### src/rtl/bitmanip_seq_if.sv
// Request/response bundle for the bit extract/deposit sequencer.
// The slave side is the sequencer; the master side is the requester and consumer.
interface bitmanip_seq_if #(
    parameter int TRANS_ID_BITS = 3
);
    logic                     flush_i;
    logic                     valid_i;
    logic                     ready_o;
    logic                     op_i;
    logic [63:0]              operand_a_i;
    logic [63:0]              mask_i;
    logic [TRANS_ID_BITS-1:0] trans_id_i;
    logic                     valid_o;
    logic [63:0]              result_o;
    logic [TRANS_ID_BITS-1:0] trans_id_o;

    modport master (
        output flush_i, valid_i, op_i, operand_a_i, mask_i, trans_id_i,
        input  ready_o, valid_o, result_o, trans_id_o
    );

    modport slave (
        input  flush_i, valid_i, op_i, operand_a_i, mask_i, trans_id_i,
        output ready_o, valid_o, result_o, trans_id_o
    );
endinterface

### src/rtl/bitmanip_seq.sv
// Sequential BEXT/BDEP unit: one mask bit per cycle, latency popcount(mask)+1.
//   state | meaning
//   IDLE  | waiting for a request, ready_o high unless flushing
//   BUSY  | consuming the lowest set bit of the held mask each cycle
//   DONE  | result presented for exactly one cycle
module bitmanip_seq #(
    parameter int TRANS_ID_BITS = 3
) (
    input  logic            clk_i,
    input  logic            rst_ni,
    bitmanip_seq_if.slave   bus
);
    typedef enum logic [1:0] {IDLE, BUSY, DONE} state_t;

    state_t                   r_state;
    logic                     r_op;
    logic [63:0]              r_a;
    logic [63:0]              r_mask;
    logic [63:0]              r_acc;
    logic [6:0]               r_cnt;
    logic [TRANS_ID_BITS-1:0] r_tag;

    logic [63:0] w_low;
    logic [63:0] w_mask_next;
    logic [63:0] w_acc_next;
    logic        w_a_at_mask;
    logic        w_a_at_cnt;

    // w_low isolates the lowest set mask bit, so a[p] and acc[p] need no encoder.
    assign w_low       = r_mask & (~r_mask + 64'd1);
    assign w_mask_next = r_mask & (r_mask - 64'd1);
    assign w_a_at_mask = |(r_a & w_low);
    assign w_a_at_cnt  = |(r_a & (64'd1 << r_cnt));

    always_comb begin
        w_acc_next = r_acc;
        if (r_op)
            w_acc_next = r_acc | (w_a_at_cnt ? w_low : 64'd0);
        else
            w_acc_next = r_acc | ({63'd0, w_a_at_mask} << r_cnt);
    end

    always_ff @(posedge clk_i or negedge rst_ni) begin
        if (!rst_ni) begin
            r_state <= IDLE;
            r_op    <= 1'b0;
            r_a     <= '0;
            r_mask  <= '0;
            r_acc   <= '0;
            r_cnt   <= '0;
            r_tag   <= '0;
        end else if (bus.flush_i) begin
            r_state <= IDLE;
        end else begin
            case (r_state)
                IDLE: begin
                    if (bus.valid_i) begin
                        r_op    <= bus.op_i;
                        r_a     <= bus.operand_a_i;
                        r_mask  <= bus.mask_i;
                        r_tag   <= bus.trans_id_i;
                        r_acc   <= '0;
                        r_cnt   <= '0;
                        r_state <= (bus.mask_i != 64'd0) ? BUSY : DONE;
                    end
                end
                BUSY: begin
                    r_acc  <= w_acc_next;
                    r_cnt  <= r_cnt + 7'd1;
                    r_mask <= w_mask_next;
                    if (w_mask_next == 64'd0)
                        r_state <= DONE;
                end
                DONE:    r_state <= IDLE;
                default: r_state <= IDLE;
            endcase
        end
    end

    // Flush must kill handshakes within the same cycle, hence the gating here.
    assign bus.ready_o    = (r_state == IDLE) && !bus.flush_i;
    assign bus.valid_o    = (r_state == DONE) && !bus.flush_i;
    assign bus.result_o   = bus.valid_o ? r_acc : 64'd0;
    assign bus.trans_id_o = bus.valid_o ? r_tag : '0;
endmodule

### src/flat_wrapper.sv
// flat-port wrapper written by rule: the top's interface ports become plain ports
module bitmanip_seq_flat 
#(
    parameter int TRANS_ID_BITS = 3
)
  (clk_i, rst_ni, bus_flush_i, bus_valid_i, bus_op_i, bus_operand_a_i, bus_mask_i, bus_trans_id_i, bus_ready_o, bus_valid_o, bus_result_o, bus_trans_id_o);
  bitmanip_seq_if #(.TRANS_ID_BITS(TRANS_ID_BITS)) bus_i ();
  input  logic clk_i;
  input  logic rst_ni;
  input wire logic [$bits(bus_i.flush_i)-1:0] bus_flush_i;
  input wire logic [$bits(bus_i.valid_i)-1:0] bus_valid_i;
  input wire logic [$bits(bus_i.op_i)-1:0] bus_op_i;
  input wire logic [$bits(bus_i.operand_a_i)-1:0] bus_operand_a_i;
  input wire logic [$bits(bus_i.mask_i)-1:0] bus_mask_i;
  input wire logic [$bits(bus_i.trans_id_i)-1:0] bus_trans_id_i;
  output wire logic [$bits(bus_i.ready_o)-1:0] bus_ready_o;
  output wire logic [$bits(bus_i.valid_o)-1:0] bus_valid_o;
  output wire logic [$bits(bus_i.result_o)-1:0] bus_result_o;
  output wire logic [$bits(bus_i.trans_id_o)-1:0] bus_trans_id_o;
  assign bus_i.flush_i = bus_flush_i;
  assign bus_i.valid_i = bus_valid_i;
  assign bus_i.op_i = bus_op_i;
  assign bus_i.operand_a_i = bus_operand_a_i;
  assign bus_i.mask_i = bus_mask_i;
  assign bus_i.trans_id_i = bus_trans_id_i;
  assign bus_ready_o = bus_i.ready_o;
  assign bus_valid_o = bus_i.valid_o;
  assign bus_result_o = bus_i.result_o;
  assign bus_trans_id_o = bus_i.trans_id_o;
  bitmanip_seq #(.TRANS_ID_BITS(TRANS_ID_BITS)) u_core (.clk_i(clk_i), .rst_ni(rst_ni), .bus(bus_i));
endmodule
### config.mk
export PLATFORM = sky130hd
export DESIGN_NAME = bitmanip_seq_flat
export DESIGN_NICKNAME = d
export VERILOG_FILES = /design/src/rtl/bitmanip_seq_if.sv /design/src/rtl/bitmanip_seq.sv /design/src/flat_wrapper.sv
export SDC_FILE = /design/constraint.sdc
export NUM_CORES = 1
export LEC_CHECK = 0
export ABC_AREA = 1
export CORE_MARGIN = 2
export CORE_UTILIZATION = 50
export DETAILED_ROUTE_END_ITERATION = 8
export PLACE_DENSITY = 0.89
export SETUP_SLACK_MARGIN = 0.2
export SLEW_MARGIN = 20
export SYNTH_ARGS = -nofsm -noshare
export SYNTH_HDL_FRONTEND = slang
export SYNTH_SLANG_ARGS = --single-unit
export TNS_END_PERCENT = 5
### constraint.sdc
create_clock -name clk_i -period 2.6 [get_ports clk_i]
set_input_delay 0.52 -clock clk_i [delete_from_list [all_inputs] [get_ports clk_i]]
set_output_delay 0.52 -clock clk_i [all_outputs]
set_load 0.05 [all_outputs]
==> run summary <==
register cell area after layout -> 5146 um^2
Residual DRC -> 0
row cnt -> 59
ys async rst share -> 1.000
Yosys top cell area share -> 0.3901
Worst EP required -> 3.06 ns
CTS tree -> yes
wire length per cell -> 24.18 um
top-count cell post-synth -> nand2_1
CP Max Fanout -> 7
Worst Path Class, Setup -> flip-flop to flip-flop
full die area -> 27,620 um^2
Rel. slew slack -> 0.4526
area of the multi-input gates -> 7821 um^2
Fin Hold WS -> -0.01953 ns
Clk network pwr share -> 0.181
post-route setup TNS -> -11.86 ns
Pre-antenna DRT Iters -> 7
Leakage Power -> 0.009010 uW
Setup WS post-layout -> -0.5511 ns
status -> complete, but fails checks
fin crit period -> 3.151 ns
max_cap viols -> 0
Yosys reg bits -> 205
achievable frequency -> 317.3 MHz
number of synthesized flops with an enable pin -> 0
WP data arrival -> 3.61 ns
Antenna Cells -> 0
largest area contributor in the netlist -> dfrtp_1
Ys Warns -> 0
RSZ-0062 raised after global routing -> true
internal power -> 10,030 uW
CTS Buffer Depth -> 3
Vias per Instance -> 6.216
Switch Pwr -> 8923 uW
Synthesized Nets -> 2,104
distinct cell type count after synthesis -> 38
total CTS buffers -> 23
Synth area leaders -> dfrtp_1, nand2_1, nor2_1
measured slew at the worst slew-check pin -> 0.8212 ns
initial antenna violation count -> 0
Tot Pwr -> 18,950 uW
Tcrit/Tclk final -> 1.212
H-tree levels -> 1
routed via count -> 17,330
fin. max-slew vios -> 0
Cells after Synth -> 1,962
Clock Pin Slew Worst Setup and Hold Paths -> 0.07 ns
final setup vio count -> 66
first-pass GRT wire length -> 98,200 um
Commonest cells post-synth -> nand2_1, nor2_1, dfrtp_1
DIE WIDTH -> 166.2 um
Root Buffer Master -> clkbuf_16
Avg Inst Size Synth -> 6.703 um^2
largest net degree at the start of global routing -> 89
# hold bufs at CTS -> 0
1st-iter DRT viols -> 2,312
hold crit path type -> input port to async pin
CP Launch Type -> flip-flop
sequential power share -> 0.319
Remaining Overflow, GRT -> 0
IO buf count -> 204
latest clock arrival within the worst-skew pair -> 0.54 ns
HPWL Detailed -> 51,030 um
initial core utilization -> 0.5076
Filler Cells Inserted -> 1,744
vias in the first global route -> 16,469
CP Capture Type -> flip-flop
GPL Wtd Cong -> 1.103
register area share after synthesis -> 0.3901
Post-synth top flop -> dfrtp_1
Area Overhead vs Synth -> 56.40%
layout cells sized above 1 -> 0.2866
Max IR drop VDD -> 844.8 uV
nets@finish -> 2,581
Ports -> 205
Sink Count -> 205
Final ANT Viol Nets -> 0
final hold viol count -> 20
die height -> 166.2 um
Layout Skew -> 0.01231 ns
Comb pwr share -> 0.500
violated checks -> negative hold slack, negative setup slack
CP max-delay cell -> dfrtp_1
Post-Route WL -> 67,410 um
pwr dens -> 921.4 nW/um^2
Sw Share -> 0.4708
slowest stage delay, CP -> 0.45 ns
Syn Std Cell Area -> 13,150 um^2
crit path cell chain -> nor2_1 > nand2_1 > nor2_1 > nand2_1 > nor2_1 > nand4_1 > nand2_1 > nor2_1 > nand2_1 > nor2_4 > nand3_4 > nand3_4 > nor2_4 > buf_6 > nand4_1 > nand2_2 > nand2_2 > a21oi_2
GRT Resource Usage Total -> 0.4682
core area -> 25,910 um^2
-- final timing paths --
| check | start | endpoint | slack [ns] | depth (start not counted) |
|---|---|---|---|---|
| min in group clk_i | u_core.r_acc[26] | u_core.r_acc[26] | 0.52 | 2 |
| worst max-delay path | u_core.r_mask[31] | u_core.r_acc[0] | -0.55 | 18 |
| worst max register to register | u_core.r_mask[31] | u_core.r_acc[0] | -0.55 | 18 |
| worst min register to register | u_core.r_acc[26] | u_core.r_acc[26] | 0.52 | 2 |
| worst min-delay path | rst_ni | u_core.r_acc[26] | -0.02 | 1 |
| max in group asynchronous | rst_ni | u_core.r_cnt[1] | 1.89 | 2 |
-- area by class of cell --
type	instances	area share
multi-input cells	1454	0.3803
repair buffers	544	0.2725
flip-flops and latches	205	0.2502
inverters	211	0.03911
clock buffers	28	0.03084
well taps	335	0.02038
clock inverters	11	0.006752
-- registers in the layout, indices dropped and copies added, names as in the netlist --
name	count
u_core.r_tag	3
u_core.r_state	2
u_core.r_cnt	7
u_core.r_acc	64
u_core.r_a	64
u_core.r_op	1
u_core.r_mask	64
-- cells by family after synthesis --
kind of cell	count (synthesis)	share of synthesized area
simple gates	1135	0.3878
compound gates	312	0.1285
buf+inv	304	0.08791
flops	205	0.3901
fa+ha+maj	6	0.005708
-- power groups by stage --
| stage | clock, uW | sequential (uW) | combinational, uW |
|---|---|---|---|
| 2_1_floorplan | 0 | 5090 | 4190 |
| 3_3_place_gp | 0 | 5790 | 7690 |
| 3_5_place_dp | 0 | 5820 | 7880 |
| 4_1_cts | 3410 | 5800 | 8710 |
| 5_1_grt | 3540 | 6000 | 9980 |
| 6_report | 3430 | 6050 | 9470 |
-- metrics by stage --
stage / worst slack, ns / util / cells / hold slack, ns / cell area (um^2)
3_5_place_dp: -0.4458 / 0.7223 / 2715 / 0.5056 / 18720
3_3_place_gp: -0.4678 / 0.7223 / 2715 / 0.4811 / 18720
2_1_floorplan: 0.1008 / - / 1962 / 0.2244 / 13410
6_report: -0.5511 / 0.7938 / 2788 / -0.01953 / 20570
5_1_grt: -0.6845 / 0.7938 / 2788 / 0.03699 / 20570
4_1_cts: -0.1825 / 0.7754 / 2775 / 0.002449 / 20090
-- layout by cell type (no fill, tap or decap), types with 14 or more instances in the layout --
master	n
nor2_1	205
clkbuf_16	23
nand2_1	465
nand3_1	110
a21oi_1	92
nor3_1	25
buf_4	309
nor4_1	25
buf_12	85
inv_1	194
dfrtp_1	192
o21ai_0	102
nand2_2	22
nor2_2	68
clkdlybuf4s50_1	134
o21ai_1	23
o21ai_2	14
o22ai_1	45
nor2_4	65
nand4_1	110
-- worst max-delay path, delay by kind of cell (launching register included) --
family          cells  cell delay, ns
compound gates      1            0.17
buf+inv             1            0.12
simple gates       16            2.31
flops               1            0.45
-- layer usage --
metal / track usage / vias to the layer above / part of all wire
met1: 0.5598 / 8067 / 0.35
met5: 0.01217 / - / 0.00065
met3: 0.1404 / 411 / 0.12
met4: 0.2896 / 2 / 0.090
met2: 0.7422 / 1385 / 0.44
li1: - / 7465 / -
-- repair_timing --
action	4_1_cts	5_1_grt
pin swaps	32	52
cloned	3	0
buffers inserted	18	13
setup endpoints to repair	111	125
gates resized for setup	112	125
Note: power is estimated with default switching activity, not from simulation.
